[src/rtl/arb_req_pkg.sv]
// Shared definitions for the arbiter requester agent.
// Holds the one-hot state encodings, the state enum and the default job
// length width used by arb_requester.
package arb_req_pkg;

  localparam int ARB_REQ_LEN_W = 4;

  localparam logic [3:0] ST_IDLE    = 4'b0001;
  localparam logic [3:0] ST_REQ     = 4'b0010;
  localparam logic [3:0] ST_XFER    = 4'b0100;
  localparam logic [3:0] ST_RELEASE = 4'b1000;

  typedef enum logic [3:0] {
    S_IDLE    = ST_IDLE,
    S_REQ     = ST_REQ,
    S_XFER    = ST_XFER,
    S_RELEASE = ST_RELEASE
  } arb_req_state_t;

endpackage

[src/rtl/arb_req_wait_timer.sv]
// Saturating wait counter for the REQ phase of arb_requester.
// Ports:
//   clk, rst  - clock, synchronous active-high reset
//   clr       - restart the count from zero (job accepted)
//   en        - count this cycle (requesting without grant)
//   expired   - count has reached MAX_WAIT-1, i.e. this is the last
//               allowed cycle without a grant
// The count stops at MAX_WAIT and never wraps.
module arb_req_wait_timer #(
  parameter int MAX_WAIT = 64,
  parameter int WAIT_W   = $clog2(MAX_WAIT + 1)
) (
  input  logic clk,
  input  logic rst,
  input  logic clr,
  input  logic en,
  output logic expired
);

  logic [WAIT_W-1:0] wait_cnt;

  always_ff @(posedge clk) begin
    if (rst || clr) begin
      wait_cnt <= '0;
    end else if (en && (wait_cnt != WAIT_W'(MAX_WAIT))) begin
      wait_cnt <= wait_cnt + WAIT_W'(1);
    end
  end

  assign expired = (wait_cnt == WAIT_W'(MAX_WAIT - 1));

endmodule

[src/rtl/arb_requester.sv]
// Requester-side agent for a two-port req/gnt fixed-priority arbiter.
// Accepts a job (beat count minus one), raises req, streams exactly
// job_len+1 granted beats, then drops req and waits for gnt to fall
// before taking new work.
// Optional: define ARB_REQ_TIMEOUT_EN to give up after MAX_WAIT cycles
// in REQ without a grant (timeout pulse); otherwise timeout is tied 0.
// Ports:
//   clk, rst    - clock, synchronous active-high reset
//   job_valid   - local job offered        job_ready - can accept a job
//   job_len     - beats minus one
//   req         - request to arbiter       gnt       - grant from arbiter
//   beat_valid  - granted data beat        beat_idx  - current beat index
//   done        - pulse: job completed     abort     - pulse: gnt lost
//   timeout     - pulse: REQ wait expired  busy      - not idle
module arb_requester
  import arb_req_pkg::*;
#(
  parameter int LEN_W    = ARB_REQ_LEN_W,
  parameter int MAX_WAIT = 64,
  parameter int WAIT_W   = $clog2(MAX_WAIT + 1)
) (
  input  logic             clk,
  input  logic             rst,
  input  logic             job_valid,
  output logic             job_ready,
  input  logic [LEN_W-1:0] job_len,
  output logic             req,
  input  logic             gnt,
  output logic             beat_valid,
  output logic [LEN_W-1:0] beat_idx,
  output logic             done,
  output logic             abort,
  output logic             timeout,
  output logic             busy
);

  arb_req_state_t   state, state_nxt;
  logic [LEN_W-1:0] len_q;
  logic             accept;
  logic             wait_expired;

`ifdef ARB_REQ_TIMEOUT_EN
  logic timer_hit;
  logic timeout_q;

  arb_req_wait_timer #(
    .MAX_WAIT (MAX_WAIT),
    .WAIT_W   (WAIT_W)
  ) u_wait_timer (
    .clk     (clk),
    .rst     (rst),
    .clr     (accept),
    .en      ((state == S_REQ) && !gnt),
    .expired (timer_hit)
  );

  assign wait_expired = timer_hit && !gnt;

  always_ff @(posedge clk) begin
    if (rst) begin
      timeout_q <= 1'b0;
    end else begin
      timeout_q <= (state == S_REQ) && wait_expired;
    end
  end

  assign timeout = timeout_q;
`else
  logic [WAIT_W-1:0] unused_max_wait;

  assign unused_max_wait = WAIT_W'(MAX_WAIT);
  assign wait_expired    = 1'b0;
  assign timeout         = 1'b0;
`endif

  always_ff @(posedge clk) begin
    if (rst) begin
      state <= S_IDLE;
    end else begin
      state <= state_nxt;
    end
  end

  // Outputs are gated with rst so the port is quiet for the whole reset
  // cycle, not only after the state register has been cleared.
  always_comb begin
    state_nxt  = state;
    job_ready  = 1'b0;
    req        = 1'b0;
    beat_valid = 1'b0;
    busy       = 1'b1;
    accept     = 1'b0;
    unique case (state)
      S_IDLE: begin
        busy      = 1'b0;
        job_ready = !rst;
        accept    = job_valid && !rst;
        if (accept) begin
          state_nxt = S_REQ;
        end
      end
      S_REQ: begin
        req = !rst;
        // A grant arriving on the last wait cycle still wins.
        if (gnt) begin
          state_nxt = S_XFER;
        end else if (wait_expired) begin
          state_nxt = S_RELEASE;
        end
      end
      S_XFER: begin
        req        = !rst;
        beat_valid = gnt && !rst;
        if (!gnt || (beat_idx == len_q)) begin
          state_nxt = S_RELEASE;
        end
      end
      S_RELEASE: begin
        if (!gnt) begin
          state_nxt = S_IDLE;
        end
      end
      default: begin
        state_nxt = S_IDLE;
      end
    endcase
  end

  always_ff @(posedge clk) begin
    if (rst) begin
      len_q    <= '0;
      beat_idx <= '0;
      done     <= 1'b0;
      abort    <= 1'b0;
    end else begin
      done  <= 1'b0;
      abort <= 1'b0;
      unique case (state)
        S_IDLE: begin
          if (accept) begin
            len_q <= job_len;
          end
        end
        S_REQ: begin
          if (gnt) begin
            beat_idx <= '0;
          end
        end
        S_XFER: begin
          if (!gnt) begin
            abort <= 1'b1;
          end else if (beat_idx == len_q) begin
            done <= 1'b1;
          end else begin
            beat_idx <= beat_idx + LEN_W'(1);
          end
        end
        default: begin
        end
      endcase
    end
  end

endmodule
[config.mk]
export PLATFORM = sky130hd
export DESIGN_NAME = arb_requester
export DESIGN_NICKNAME = d
export VERILOG_FILES = /design/src/rtl/arb_req_pkg.sv /design/src/rtl/arb_req_wait_timer.sv /design/src/rtl/arb_requester.sv
export SDC_FILE = /design/constraint.sdc
export NUM_CORES = 1
export LEC_CHECK = 0
export CAP_MARGIN = 10
export CORE_AREA = 3 3 44 46
export DETAILED_ROUTE_END_ITERATION = 12
export DIE_AREA = 0 0 47 49
export GPL_TIMING_DRIVEN = 0
export PLACE_DENSITY_LB_ADDON = 0.15
export SYNTH_ARGS = -nofsm -noshare
export SYNTH_HDL_FRONTEND = slang
export SYNTH_SLANG_ARGS = --single-unit
[constraint.sdc]
create_clock -name clk -period 2.37 [get_ports clk]
set_clock_uncertainty 0.15 [all_clocks]
set_input_delay 0.3555 -clock clk [delete_from_list [all_inputs] [get_ports clk]]
set_output_delay 0.3555 -clock clk [all_outputs]
set_load 0.01 [all_outputs]
==> summary.txt <==
Worst setup path
  • Startpoint types: flop
  • Crit path capture type: output pin
  • Crit Reg-Reg Startpoint: beat_idx[0]$_SDFFE_PP0P_
  • Worst Path Required: 1.86 ns
  • Crit path max fanout: 10
  • Crit path kind: reg -> out
  • WP data arrival: 1.75 ns
  • CP startpoint: state[1]$_SDFFE_PP0P_

Global route
  • Global-route usage over all layers: 16.1%
  • Antenna violations before repair: 0
  • Number of global-route vias before repair: 632
  • First-pass GRT wire length: 2710 um
  • Largest net degree at the start of global routing: 11
  • Global route overflow: 0

CTS
  • Clk_lat worst skew: 0.28 ns
  • Clk sink count: 14
  • Post-CTS Hold Fix Bufs: 0
  • CTS tree: built
  • CTS buffer count: 3
  • Reg clk slew, reported paths: 0.09 ns
  • Root Driver: clkbuf_4
  • Clk buf depth: 2
  • CTS H-Tree Depth: 1

Timing
  • Final setup viols: 0
  • Period utilisation layout: 95.2%
  • Fin. max-slew vios: 0
  • Fin. Hold Viols: 0
  • RSZ-0062 raised after global routing: no
  • Tmin final: 2.26 ns
  • Sum Neg Setup Slack: 0 ns
  • Peak Freq: 0.443 GHz

Placed design
  • IO buf count: 16
  • HPWL after detailed placement: 1210 um
  • Gpl congestion: 0.818

Routing
  • Routed vias: 704
  • DRT Wirelength: 1670 um
  • Final ANT Viol Nets: 0
  • Vias per cell: 5.46
  • Pre-Repair DR Iteration Count: 4
  • DRC errors left: 0
  • Initial DRC count: 18
  • DR WL/cell: 12.9 um

Synthesis
  • Register area share after synthesis: 36.3%
  • Synthesized flop and latch total: 14
  • Synth unique cells: 38
  • Synth Area per Inst: 8.58 um^2
  • Syn Std Cell Area: 772 um^2
  • YS warnings: 0
  • Post-Synthesis Cells: 90
  • Post-synthesis net count: 99

Min path
  • Worst min path class: in -> reg
  • Hold Startpoint: gnt

Run
  • Number of max-cap violations: 0

Final layout
  • Fin util: 67.0%
  • Fill cells: 137
  • Number of inserted diodes: 0
  • Area Growth Syn to Fin: 33.7%
  • Layout cells sized above 1: 17.7%
  • NumNets Final: 123

Power
  • P_leak: 0.000477 uW
  • PwrDens: 586 mW/mm^2
  • VDD IR-drop max: 0.379 mV
  • Power, Total: 605 uW

Die
  • Die H: 49 um
  • Initial core utilization: 50.1%
  • I/O Pins: 19
  • DIE AREA: 0.00230 mm^2
  • Die width: 47 um
  • Core area: 0.00154 mm^2
  • # rows: 14

Run status
  • Outcome: complete, no violations
## layout by cell type (no fill, tap or decap), types with 2 or more instances in the layout
cell	count
clkbuf_4	4
nor2_1	7
a21oi_1	3
nand3_1	10
o21ai_0	4
nand2b_1	2
dlymetal6s2s_1	2
inv_1	7
nand2_1	5
nor2b_1	2
nor4b_4	2
mux2i_1	2
clkdlybuf4s50_1	13
xnor2_1	4
and3_1	2
dfxtp_1	13
buf_4	5
## through the flow
stage | cells | area, um^2 | setup slack [ns] | hold slack [ns]
after detailed placement | 122 | 952 | -0.307 | 0.335
after floorplan | 90 | 772 | 0.737 | 0.275
after CTS | 127 | 1010 | 0.00788 | 0.260
after global routing | 129 | 1030 | 0.0176 | 0.287
after global placement | 122 | 952 | -0.322 | 0.328
final | 129 | 1030 | 0.115 | 0.260
## worst max-delay path: stages (launching register included)
cell	delay, ns
dfxtp_1	0.38
buf_2	0.24
xor2_1	0.16
and3_1	0.16
clkdlybuf4s50_1	0.53
## what timing repair did
action	CTS	global route
gates resized for setup	6	3
pin swaps	1	1
buffers inserted	1	2
setup endpoints to repair	3	2
endpoints found under the hold margin	0	0
## path summary, 6_finish.rpt
path	to	slack [ns]	cells after the start
setup / recovery	req	0.11	4
hold / removal	abort$_SDFF_PP0_	0.26	2
setup reg to reg	beat_idx[1]$_SDFFE_PP0P_	0.59	4
hold reg to reg	len_q[0]$_SDFFE_PP0P_	0.34	2
## Yosys cell counts, drive strengths merged
master  count  area (um^2)
nor3        1         5.00
nand3b      1         7.51
buf         4         27.5
nand4       1         6.26
a31o        1         8.76
a311oi      1         8.76
a21oi       3         15.0
a22o        1         8.76
nor4b       3         53.8
o221ai      1         8.76
xor2        1         8.76
nand2       5         18.8
mux2i       2         20.0
inv         7         26.3
nand2b      2         12.5
a21o        1         7.51
or2         1         6.26
nand3      11         60.1
and3        2         12.5
ha          1         12.5
xnor2       4         35.0
clkbuf      2         7.51
o21ai       4         20.0
a31oi       1         6.26
nor2b       2         12.5
a21bo       1         10.0
nor2        7         26.3
a211oi      1         7.51
dfxtp      14          280
and4bb      1         12.5
nor4        1         6.26
a211o       1         8.76
conb        1         3.75
## power breakdown
part	internal, uW	total [uW]	switching (uW)	leakage [uW]
clock	93.5	175	81.5	0.0000210
combinational	88.9	170	81.2	0.000342
sequential	250	260	9.80	0.000114
## layer usage
| metal | up-vias | global-route usage [%] | part of all wire [%] |
|---|---|---|---|
| li1 | 363 | - | - |
| met1 | 317 | 20.7 | 46 |
| met2 | 20 | 24.4 | 47 |
| met3 | 4 | 3.32 | 5.6 |
| met4 | 0 | 8.29 | 1.9 |
| met5 | - | 0 | 0 |
## registers in the layout (all words and copies together) (netlist names)
signal    count
beat_idx      4
len_q         4
state         4
abort         1
done          1
## area by class of cell
type	count	area, um^2	share of cell area (%)
repair buffers	19	186	18.1
clock buffers	4	36.3	3.52
flip-flops and latches	14	282	27.3
multi-input cells	63	439	42.5
inverters	7	26.3	2.55
plain buffers	6	42.5	4.12
well taps	16	20.0	1.94
## kinds of logic (layout without fill, tap and decap cells)
logic type | Yosys count | count (layout) | synth area share, %
simple gates | 38 | 38 | 31.1
compound gates | 16 | 16 | 14.3
flops | 14 | 14 | 36.3
buf+inv | 13 | 36 | 7.94
xor+xnor | 5 | 5 | 5.67
mux | 2 | 2 | 2.59
fa+ha+maj | 1 | 1 | 1.62
other cells | 1 | 1 | 0.486
Power figures use the tool's default switching activity.
